File: config.mk
export PLATFORM = sky130hd
export DESIGN_NAME = main_run_sequencer
export DESIGN_NICKNAME = d
export VERILOG_FILES = /design/src/rtl/main_run_sequencer.sv
export SDC_FILE = /design/constraint.sdc
export NUM_CORES = 1
export LEC_CHECK = 0
export ABC_AREA = 1
export CORE_MARGIN = 2
export CORE_UTILIZATION = 25
export DETAILED_ROUTE_END_ITERATION = 8
export PLACE_DENSITY_LB_ADDON = 0.1
export SETUP_SLACK_MARGIN = 0.05
export SLEW_MARGIN = 20
export SYNTH_ARGS = -nofsm -noshare
export SYNTH_HDL_FRONTEND = slang
export SYNTH_SLANG_ARGS = --single-unit
File: constraint.sdc
create_clock -name clock -period 2.2 [get_ports clock]
set_clock_uncertainty 0.05 [all_clocks]
set_input_delay 0.44 -clock clock [delete_from_list [all_inputs] [get_ports clock]]
set_output_delay 0.44 -clock clock [all_outputs]
set_load 0.01 [all_outputs]
File: src/rtl/main_run_sequencer.sv
// main_run_sequencer
//   Runs one invocation of the HLS kernel `main` through its slave RAM port:
//   load a host byte stream into kernel memory, pulse start_port and count
//   cycles until done_port (or a timeout), then stream the result bytes back.
//   This block is the only driver of main's slave port. Only channel 0 is
//   used; every other channel is held at zero.
//
// Ports
//   clock, reset            single clock (posedge); reset is async, active low
//   cmd_go/cmd_base/cmd_len start a sequence (ignored while busy)
//   in_valid/in_ready/in_data      load byte stream
//   out_valid/out_ready/out_data   readback byte stream
//   busy, run_done, run_timeout, run_cycles   status
//   start_port / done_port  kernel handshake
//   S_*_ram, Sout_*         kernel slave RAM port (CHANNELS wide)
module main_run_sequencer #(
  parameter int CHANNELS = 2,
  parameter int ADDR_W   = 8,
  parameter int DATA_W   = 64,
  parameter int SIZE_W   = 7,
  parameter int TIMEOUT  = 200000000,
  parameter int CNT_W    = 32
) (
  input  logic                         clock,
  input  logic                         reset,
  input  logic                         cmd_go,
  input  logic [ADDR_W-1:0]            cmd_base,
  input  logic [ADDR_W:0]              cmd_len,
  input  logic                         in_valid,
  output logic                         in_ready,
  input  logic [7:0]                   in_data,
  output logic                         out_valid,
  input  logic                         out_ready,
  output logic [7:0]                   out_data,
  output logic                         busy,
  output logic                         run_done,
  output logic                         run_timeout,
  output logic [CNT_W-1:0]             run_cycles,
  output logic                         start_port,
  input  logic                         done_port,
  output logic [CHANNELS-1:0]          S_oe_ram,
  output logic [CHANNELS-1:0]          S_we_ram,
  output logic [CHANNELS*ADDR_W-1:0]   S_addr_ram,
  output logic [CHANNELS*DATA_W-1:0]   S_Wdata_ram,
  output logic [CHANNELS*SIZE_W-1:0]   S_data_ram_size,
  input  logic [CHANNELS*DATA_W-1:0]   Sout_Rdata_ram,
  input  logic [CHANNELS-1:0]          Sout_DataRdy
);

  localparam logic [2:0] S_IDLE      = 3'd0;
  localparam logic [2:0] S_LOAD      = 3'd1;
  localparam logic [2:0] S_LOAD_WAIT = 3'd2;
  localparam logic [2:0] S_START     = 3'd3;
  localparam logic [2:0] S_RUN       = 3'd4;
  localparam logic [2:0] S_READ      = 3'd5;
  localparam logic [2:0] S_READ_OUT  = 3'd6;
  localparam logic [2:0] S_FIN       = 3'd7;

  // Longest transfer is one full address space.
  localparam logic [ADDR_W:0]   LEN_MAX   = (ADDR_W+1)'(1) << ADDR_W;
  localparam logic [CNT_W-1:0]  TO_LIM    = CNT_W'(TIMEOUT);
  localparam logic [SIZE_W-1:0] BYTE_SIZE = SIZE_W'(8);

  logic [2:0]        state;
  logic [ADDR_W-1:0] base;
  logic [ADDR_W:0]   len;
  logic [ADDR_W:0]   idx;
  logic [CNT_W-1:0]  cnt;
  logic              we0, oe0;
  logic [ADDR_W-1:0] addr0;
  logic [7:0]        wdata0;

  logic [ADDR_W:0]   len_clamped;
  logic [ADDR_W:0]   idx_nxt;
  logic [ADDR_W-1:0] addr_cur;
  logic [ADDR_W-1:0] addr_nxt;

  assign len_clamped = (cmd_len > LEN_MAX) ? LEN_MAX : cmd_len;
  assign idx_nxt     = idx + 1'b1;
  // Addresses wrap naturally in ADDR_W bits.
  assign addr_cur    = base + idx[ADDR_W-1:0];
  assign addr_nxt    = base + idx_nxt[ADDR_W-1:0];

  // Handshake/status outputs are pure state decodes, so an async reset
  // clears them immediately and FIN yields exactly one run_done cycle.
  assign in_ready   = (state == S_LOAD);
  assign start_port = (state == S_START);
  assign run_done   = (state == S_FIN);
  assign busy       = (state != S_IDLE);

  // Channel 0 in the low slice, all other channels zero-extended away.
  assign S_we_ram        = CHANNELS'(we0);
  assign S_oe_ram        = CHANNELS'(oe0);
  assign S_addr_ram      = (CHANNELS*ADDR_W)'(addr0);
  assign S_Wdata_ram     = (CHANNELS*DATA_W)'(wdata0);
  assign S_data_ram_size = (CHANNELS*SIZE_W)'((we0 | oe0) ? BYTE_SIZE : '0);

  // Upper read-data bits and other channels' ready lines are don't-care.
  logic unused_in;
  assign unused_in = ^{Sout_Rdata_ram, Sout_DataRdy};

  always_ff @(posedge clock or negedge reset) begin
    if (!reset) begin
      state       <= S_IDLE;
      base        <= '0;
      len         <= '0;
      idx         <= '0;
      cnt         <= '0;
      we0         <= 1'b0;
      oe0         <= 1'b0;
      addr0       <= '0;
      wdata0      <= '0;
      out_valid   <= 1'b0;
      out_data    <= '0;
      run_timeout <= 1'b0;
      run_cycles  <= '0;
    end else begin
      case (state)
        S_IDLE: begin
          if (cmd_go) begin
            base        <= cmd_base;
            len         <= len_clamped;
            idx         <= '0;
            cnt         <= CNT_W'(1);
            run_timeout <= 1'b0;
            state       <= (len_clamped == '0) ? S_START : S_LOAD;
          end
        end

        S_LOAD: begin
          if (in_valid) begin
            we0    <= 1'b1;
            addr0  <= addr_cur;
            wdata0 <= in_data;
            state  <= S_LOAD_WAIT;
          end
        end

        // we/addr/data stay put until the kernel acknowledges the write.
        S_LOAD_WAIT: begin
          if (Sout_DataRdy[0]) begin
            we0 <= 1'b0;
            if (idx_nxt == len) begin
              idx   <= '0;
              cnt   <= CNT_W'(1);
              state <= S_START;
            end else begin
              idx   <= idx_nxt;
              state <= S_LOAD;
            end
          end
        end

        // The START cycle is run cycle 1; done_port is already honoured here.
        // cnt never passes TO_LIM, which gives the saturation.
        S_START, S_RUN: begin
          if (done_port) begin
            run_cycles <= cnt;
            if (len == '0) begin
              state <= S_FIN;
            end else begin
              idx   <= '0;
              oe0   <= 1'b1;
              addr0 <= base;
              state <= S_READ;
            end
          end else if (cnt >= TO_LIM) begin
            run_timeout <= 1'b1;
            run_cycles  <= TO_LIM;
            state       <= S_FIN;
          end else begin
            cnt   <= cnt + 1'b1;
            state <= S_RUN;
          end
        end

        S_READ: begin
          if (Sout_DataRdy[0]) begin
            oe0       <= 1'b0;
            out_data  <= Sout_Rdata_ram[7:0];
            out_valid <= 1'b1;
            state     <= S_READ_OUT;
          end
        end

        S_READ_OUT: begin
          if (out_ready) begin
            out_valid <= 1'b0;
            if (idx_nxt == len) begin
              state <= S_FIN;
            end else begin
              idx   <= idx_nxt;
              oe0   <= 1'b1;
              addr0 <= addr_nxt;
              state <= S_READ;
            end
          end
        end

        S_FIN:   state <= S_IDLE;
        default: state <= S_IDLE;
      endcase
    end
  end

endmodule

==> load_flow_metrics.sql, run 1 <==
INSERT INTO impl_metrics (metric_group, metric, value, unit) VALUES
('place', 'place.detailed.hpwl', '16.15', 'mm'),
('critical_path', 'critical_path.startpoint_type', 'flip-flop', ''),
('yosys', 'share_of_the_synthesized_area_in_compound_gates_ao_oa_aoi_oai', '0.07721', ''),
('finish', 'seq_area', '3033', 'µm²'),
('timing', 'min_period_over_period', '1.088', ''),
('critical_path', 'critPathArrivalTime', '2.65', 'ns'),
('global_routing', 'grt.overflow.total', '0', ''),
('yosys', 'synth.yosys.seq_area_share', '0.3984', ''),
('finish', 'finalNetCount', '1374', ''),
('min_path', 'hp-start', 'run_cycles[20]', ''),
('critical_path', 'crit_path_frequent_cell', 'nand2_2', ''),
('routing', 'drt_first_pass_iters', '4', ''),
('yosys', 'ys.warnings.count', '0', ''),
('min_path', 'holdPathStages', '2', ''),
('routing', 'via_count', '6559', ''),
('routing', 'drt-total-wl', '22.37', 'mm'),
('floorplan', 'die_height', '178.4', 'µm'),
('timing', 'timing.setup.tns', '-6.293', 'ns'),
('routing', 'via_per_inst', '4.089', ''),
('floorplan', 'cell_row_count', '63', ''),
('timing', 'whs', '0.4191', 'ns'),
('critical_path', 'crit_buf_inv', '3', ''),
('yosys', 'synthDominantAreaCellType', 'dfrtp_1', ''),
('critical_path', 'cpMaxStageDelayCell', 'dfrtp_2', ''),
('clock_network', 'cts_tree', 'done', ''),
('yosys', 'syn_area', '7600', 'µm²'),
('finish', 'final_layout_size_suffix_gt1_frac', '0.2422', ''),
('finish', 'areaGrowthSynthToFinish', '40.68', '%'),
('yosys', 'synth_cell_type_count', '46', ''),
('clock_network', 'path_clk_slew', '0.06', 'ns'),
('global_routing', 'antenna_violations_before_repair', '0', ''),
('floorplan', 'core_area', '29800', 'µm²'),
('routing', 'route.detailed.drc', '0', ''),
('critical_path', 'path_cells', 'ha_4, inv_4, buf_6, nand2_2, nand2_2, nor2_2, nand3_1, nor2_1, nand2_1, nor2_2, nand3_2, nand2_4, nand2_8, clkbuf_16, nand2_2, o21ai_1', ''),
('clock_network', 'root_buffer', 'clkbuf_16', ''),
('run_status', 'violations', 'negative setup slack', ''),
('pwr', 'leakage_power', '5.183', 'nW'),
('yosys', 'ys_seq_elements', '121', ''),
('yosys', 'synth_most_common_cell', 'nand2_1', ''),
('yosys', 'synth_edf_count', '0', ''),
('routing', 'detail-route-antenna-nets', '0', ''),
('timing', 'timing.final.setup_violations', '51', ''),
('critical_path', 'worst_reg2reg_endpoint', 'cnt[10]', ''),
('yosys', 'synth_adder_area_share', '0.02074', ''),
('critical_path', 'setup.reg_to_reg.worst_slack', '-0.19', 'ns'),
('place', 'postPlaceCellArea', '9200', 'µm²'),
('clock_network', 'clkSinkCount', '121', ''),
('yosys', 'ys_async_sr_fraction', '1.000', ''),
('global_routing', 'grt_start_max_net_pins', '65', ''),
('timing', 'setup_slack', '-0.1931', 'ns'),
('place', 'finalWeightedCongestion', '0.8376', ''),
('run_status', 'run_status', 'complete, but fails checks', ''),
('critical_path', 'max_stage_delay', '0.45', 'ns'),
('critical_path', 'critical_path_class', 'reg -> reg', ''),
('yosys', 'main_combinational_cell_family_by_area_after_synthesis', 'simple AND/OR/NAND/NOR gates', ''),
('finish', 'multi_input_area', '4080', 'µm²'),
('critical_path', 'path_delay_family', 'simple AND/OR/NAND/NOR gates', ''),
('pwr', 'ir_drop_worst_case_vdd', '0.0006269', 'V'),
('timing', 'rsz_0062_raised_after_global_routing', 'true', ''),
('yosys', 'synth_top_cells_by_count', '290 x nand2_1, 149 x buf_4, 121 x dfrtp_1', ''),
('clock_network', 'tritoncts.num_buffers', '17', ''),
('yosys', 'synth_xor_area_frac', '0.02766', ''),
('critical_path', 'path_max_fanout', '9', ''),
('floorplan', 'initial_utilization', '0.2551', ''),
('critical_path', 'r2r.worst_path.cells', '16', ''),
('clock_network', 'maximum_clock_path_buffer_count', '2', ''),
('min_path', 'hold_class', 'reg -> reg', ''),
('finish', 'layout.cell_area.non_filler', '10690', 'µm²'),
('pwr', 'power_per_cell_area', '1209', 'nW/µm²'),
('yosys', 'synth_mux_area_frac', '0.01976', ''),
('timing', 'hold_viol_final', '0', '');
-- layout make-up --
| cell class | instances | share of cell area |
|---|---|---|
| clock buffer | 21 | 0.04307 |
| timing repair buffer | 218 | 0.2021 |
| sequential | 121 | 0.2837 |
| tap | 390 | 0.04564 |
| multi-input combinational | 754 | 0.3816 |
| clock inverter | 11 | 0.009128 |
| timing repair inverter | 1 | 0.001521 |
| inverter | 88 | 0.03324 |
-- worst reg2reg max path, cell delays in order (launching register included) --
cell       delay, ns
dfrtp_2         0.45
ha_4            0.30
inv_4           0.03
buf_6           0.10
nand2_2         0.05
nand2_2         0.04
nor2_2          0.07
nand3_1         0.08
nor2_1          0.08
nand2_1         0.10
nor2_2          0.16
nand3_2         0.12
nand2_4         0.12
nand2_8         0.16
clkbuf_16       0.25
nand2_2         0.05
o21ai_1         0.06
-- state kept, by name, summed over array words and instances (netlist names) --
signal / count
run_timeout: 1
run_cycles: 32
out_valid: 1
out_data: 8
cnt: 32
state: 3
len: 9
we0: 1
idx: 9
addr0: 8
oe0: 1
wdata0: 8
base: 8
-- power by group --
part | total [W] | switching (W) | internal [W]
combinational | 0.00696 | 0.00374 | 0.00323
clock | 0.00269 | 0.00109 | 0.00161
sequential | 0.00327 | 0.000451 | 0.00282
-- cells in the final DEF (no fill, tap or decap), types with 24 or more instances in the layout --
| cell type | netlist | layout |
|---|---|---|
| o21ai_0 | 50 | 24 |
| conb_1 | 1 | 143 |
| buf_4 | 149 | 92 |
| nand3_1 | 39 | 37 |
| nand2_2 | 5 | 41 |
| inv_1 | 81 | 77 |
| dfrtp_1 | 121 | 117 |
| o21ai_2 | 6 | 25 |
| nor2_1 | 71 | 64 |
| clkdlybuf4s50_1 | 0 | 99 |
| nand2_1 | 290 | 230 |
-- kinds of logic after synthesis --
kind of cell / Yosys count
AO/OA/AOI/OAI: 102
XOR/XNOR: 24
adder cells (fa/ha/maj): 12
buffers and inverters: 254
flip-flops: 121
multiplexers: 14
other: 1
AND/OR/NAND/NOR: 459
-- what timing repair did --
item / CTS / global route
gates cloned: 4 / 5
pin swaps: 26 / 26
setup buffers: 12 / 5
hold endpoints to repair: 16 / 0
gates resized for setup: 103 / 91
endpoints found under the setup margin: 54 / 53
hold buffers: 1 / 0
-- worst max-delay path by stage --
| stage | from | to | slack, ns | cells after the start |
|---|---|---|---|---|
| 5_1_grt | idx[0] | idx[6] | -0.31 | 16 |
| 3_3_place_gp | idx[0] | addr0[7] | -0.30 | 16 |
| 6_report | idx[0] | cnt[10] | -0.19 | 16 |
| 3_5_place_dp | idx[0] | addr0[7] | -0.30 | 13 |
| 4_1_cts | idx[0] | cnt[5] | -0.13 | 16 |
| 2_1_floorplan | idx[2] | addr0[7] | -0.02 | 17 |
-- stage by stage --
stage	setup slack [ns]	std cells
6_report	-0.1931	1604
4_1_cts	-0.1290	1594
3_3_place_gp	-0.3018	1545
2_1_floorplan	-0.02387	1129
5_1_grt	-0.3093	1604
3_5_place_dp	-0.2976	1545
-- routing by layer --
metal / up-vias / GRT usage / routed length (µm)
met5: - / 0 / 0
met4: 0 / 0.03455 / 217
met3: 15 / 0.02494 / 739
met2: 129 / 0.2344 / 11330
met1: 3120 / 0.1821 / 10090
li1: 3295 / - / -
(Power assumes the default switching activity.)
==> inputs of run 2 (changes only) <==
--- a/config.mk
+++ b/config.mk
@@ -7,7 +7,8 @@
 export LEC_CHECK = 0
 export ABC_AREA = 1
 export CORE_MARGIN = 2
-export CORE_UTILIZATION = 25
+export CORE_UTILIZATION = 38
+export CTS_BUF_LIST = sky130_fd_sc_hd__clkbuf_4 sky130_fd_sc_hd__clkbuf_8 sky130_fd_sc_hd__clkbuf_16
 export DETAILED_ROUTE_END_ITERATION = 8
 export PLACE_DENSITY_LB_ADDON = 0.1
 export SETUP_SLACK_MARGIN = 0.05
==> run 2 against run 1 <==
  * The run still ends with negative setup slack left
  * Core utilization increased by 17 points
  * Cell count down 8.7%
  * Non-clock buffer count decreased by 15
  * Hold slack hardly changed
  * Critical path type unchanged
==> load_flow_metrics.sql, run 2 (synthesized netlist as in run 1, its figures left out) <==
INSERT INTO impl_metrics (metric_group, metric, value, unit) VALUES
('run_status', 'run_status', 'complete, but fails checks', ''),
('run_status', 'violations', 'negative setup slack', ''),
('place', 'io_buffers', '104', ''),
('floorplan', 'cell_row_count', '51', ''),
('clock_network', 'cts-htree-levels', '4', ''),
('critical_path', 'path_max_fanout', '8', ''),
('finish', 'antennaDiodeCount', '0', ''),
('critical_path', 'critical_path_class', 'reg -> reg', ''),
('finish', 'layout.cells.most_common_list', '245 x nand2_1, 143 x conb_1, 118 x dfrtp_1, 99 x clkdlybuf4s50_1, 77 x inv_1', ''),
('clock_network', 'clkSinkCount', '121', ''),
('finish', 'multi_input_area', '3931', 'µm²'),
('timing', 'whs', '0.4192', 'ns'),
('clock_network', 'cts_tree', 'done', ''),
('pwr', 'power.share.clock', '0.224', ''),
('global_routing', 'grt_pass1_wl', '30.97', 'mm'),
('pwr', 'p_int', '0.007646', 'W'),
('finish', 'reg_top3', 'cnt: 32 flops, run_cycles: 32 flops', ''),
('pwr', 'power.share.sequential', '0.255', ''),
('routing', 'via_count', '6518', ''),
('floorplan', 'die_w', '145.4', 'µm'),
('place', 'finalWeightedCongestion', '0.8938', ''),
('timing', 'min_period_over_period', '1.083', ''),
('place', 'place.detailed.hpwl', '14.23', 'mm'),
('floorplan', 'initial_utilization', '0.3892', ''),
('finish', 'areaGrowthSynthToFinish', '35.40', '%'),
('clock_network', 'root_buffer', 'clkbuf_16', ''),
('timing', 'rsz_0062_raised_after_global_routing', 'true', ''),
('timing', 'timing.final.setup_violations', '44', ''),
('timing', 'maxClockFrequency', '419.8', 'MHz'),
('global_routing', 'first_global_vias', '6026', ''),
('finish', 'seq_area', '3032', 'µm²'),
('pwr', 'power_per_cell_area', '1230', 'nW/µm²'),
('min_path', 'hold_class', 'reg -> reg', ''),
('critical_path', 'path_cells', 'ha_4, nand2_4, inv_4, buf_4, buf_4, nand3_1, nand2_1, nand2_1, nand2_1, nand2_2, nand4_1, buf_4, nand3_4, clkbuf_16, nand2_1, o21ai_1', ''),
('routing', 'drt_first_iter_violations', '356', ''),
('clock_network', 'maximum_clock_path_buffer_count', '2', ''),
('floorplan', 'core_area', '19530', 'µm²'),
('critical_path', 'max_stage_delay', '0.46', 'ns'),
('critical_path', 'critical_path_required', '2.51', 'ns'),
('routing', 'detail-route-antenna-nets', '0', ''),
('pwr', 'switching_share', '0.3961', ''),
('clock_network', 'clock_latency', '0.43', 'ns'),
('timing', 'timing.setup.tns', '-3.708', 'ns'),
('routing', 'drt-total-wl', '20.06', 'mm'),
('pwr', 'leakage_power', '5.041', 'nW'),
('finish', 'finalNetCount', '1360', ''),
('timing', 'report.final.slew_viol_count', '0', ''),
('routing', 'drt_first_pass_iters', '5', ''),
('flow_run', 'timing.max_cap.violations', '0', ''),
('timing', 'hold_viol_final', '0', ''),
('place', 'numPlacedInstances', '1409', ''),
('critical_path', 'cpMaxStageDelayCell', 'dfrtp_2', ''),
('floorplan', 'boundaryPins', '369', ''),
('global_routing', 'grt_start_max_net_pins', '50', ''),
('global_routing', 'grt.overflow.total', '0', ''),
('critical_path', 'critPathArrivalTime', '2.69', 'ns'),
('finish', 'final_layout_size_suffix_gt1_frac', '0.2092', ''),
('floorplan', 'total_die_area', '21150', 'µm²'),
('routing', 'via_per_inst', '4.449', ''),
('global_routing', 'antenna_violations_before_repair', '0', ''),
('timing', 'setup_slack', '-0.1822', 'ns'),
('global_routing', 'globalRouteTotalUtil', '0.1818', ''),
('pwr', 'ir_drop_worst_case_vdd', '0.0006314', 'V'),
('pwr', 'p_sw', '0.005015', 'W'),
('routing', 'avgRoutedWirePerCell', '13.69', 'µm'),
('pwr', 'comb_power_share', '0.521', ''),
('critical_path', 'cp-end-kind', 'flip-flop', ''),
('finish', 'layout.filler_cells', '1931', ''),
('finish', 'finalNonFillerCells', '1465', ''),
('timing', 'period_needed', '2.382', 'ns'),
('finish', 'layout_commonest_cell', 'nand2_1', ''),
('clock_network', 'path_clk_slew', '0.06', 'ns'),
('clock_network', 'tritoncts.num_buffers', '17', ''),
('critical_path', 'crit_path_frequent_cell', 'nand2_1', ''),
('floorplan', 'die_height', '145.4', 'µm'),
('routing', 'route.detailed.drc', '0', ''),
('critical_path', 'critical_path.startpoint_type', 'flip-flop', '');
[run 2: cell types whose count changed in the layout (fill, tap and decap cells not counted), sizes merged]
cell      previous run  this run
buf                111        94
inv                 87        91
bufinv               1         2
nand2              295       296
clkinvlp             4         2
clkinv               8         9
clkbuf              25        23
[run 2: area by class of cell]
class / instances / share of cell area
clock buffers: 17 / 0.04134
clock inverters: 15 / 0.01617
repair buffers: 203 / 0.1982
well taps: 265 / 0.03222
inverters: 88 / 0.03380
multi-input cells: 755 / 0.3821
repair inverters: 1 / 0.001581
flip-flops and latches: 121 / 0.2946
[run 2: what timing repair did]
action,CTS,global route
gates cloned,2,9
resized for setup,43,96
pin swaps,16,30
hold buffers,1,0
hold endpoints to repair,24,0
endpoints found under the setup margin,54,52
buffers inserted,7,7
[run 2: worst paths after layout]
| kind | slack (ns) | from | to | depth (start not counted) |
|---|---|---|---|---|
| max | -0.18 | idx[0] | addr0[3] | 16 |
| min | 0.42 | run_cycles[20] | run_cycles[20] | 2 |
| max reg2reg | -0.18 | idx[0] | addr0[3] | 16 |
| min reg2reg | 0.42 | run_cycles[20] | run_cycles[20] | 2 |
| min in group asynchronous | 0.45 | reset | run_cycles[4] | 2 |
| max in group asynchronous | 1.02 | reset | idx[1] | 3 |
[run 2: through the flow]
step / instance area, µm² / worst slack (ns) / util / total power [W]
after floorplan: 8152 / -0.02387 / - / 0.006135
after global placement: 8961 / -0.2490 / 0.4589 / 0.008115
after detailed placement: 8961 / -0.2301 / 0.4589 / 0.008144
after CTS: 9812 / -0.09580 / 0.5025 / 0.01151
after global routing: 10290 / -0.3194 / 0.5270 / 0.01345
final: 10290 / -0.1822 / 0.5270 / 0.01266
[run 2: critical path: cells and delay by family (launching register included)]
kind / cells / cell delay [ns]
AOI/OAI and AO/OA: 1 / 0.06
adders and majority gates: 1 / 0.20
buffers and inverters: 5 / 0.71
DFF: 1 / 0.46
and+or+nand+nor: 9 / 0.83
[run 2: per-layer routing]
| metal | GRT usage | wire length, µm | vias up |
|---|---|---|---|
| met5 | 0 | 0 | - |
| met4 | 0.04951 | 322 | 0 |
| met3 | 0.04420 | 983 | 27 |
| met2 | 0.3071 | 9979 | 200 |
| met1 | 0.2335 | 8777 | 3026 |
| li1 | - | - | 3265 |
[run 2: power groups by stage]
stage | clock (W) | sequential [W] | combinational (W)
after global placement | 0 | 0.00324 | 0.00488
after CTS | 0.00289 | 0.00323 | 0.00539
after global routing | 0.00300 | 0.00333 | 0.00711
final | 0.00283 | 0.00323 | 0.00659
after detailed placement | 0 | 0.00325 | 0.00490
after floorplan | 0 | 0.00336 | 0.00278
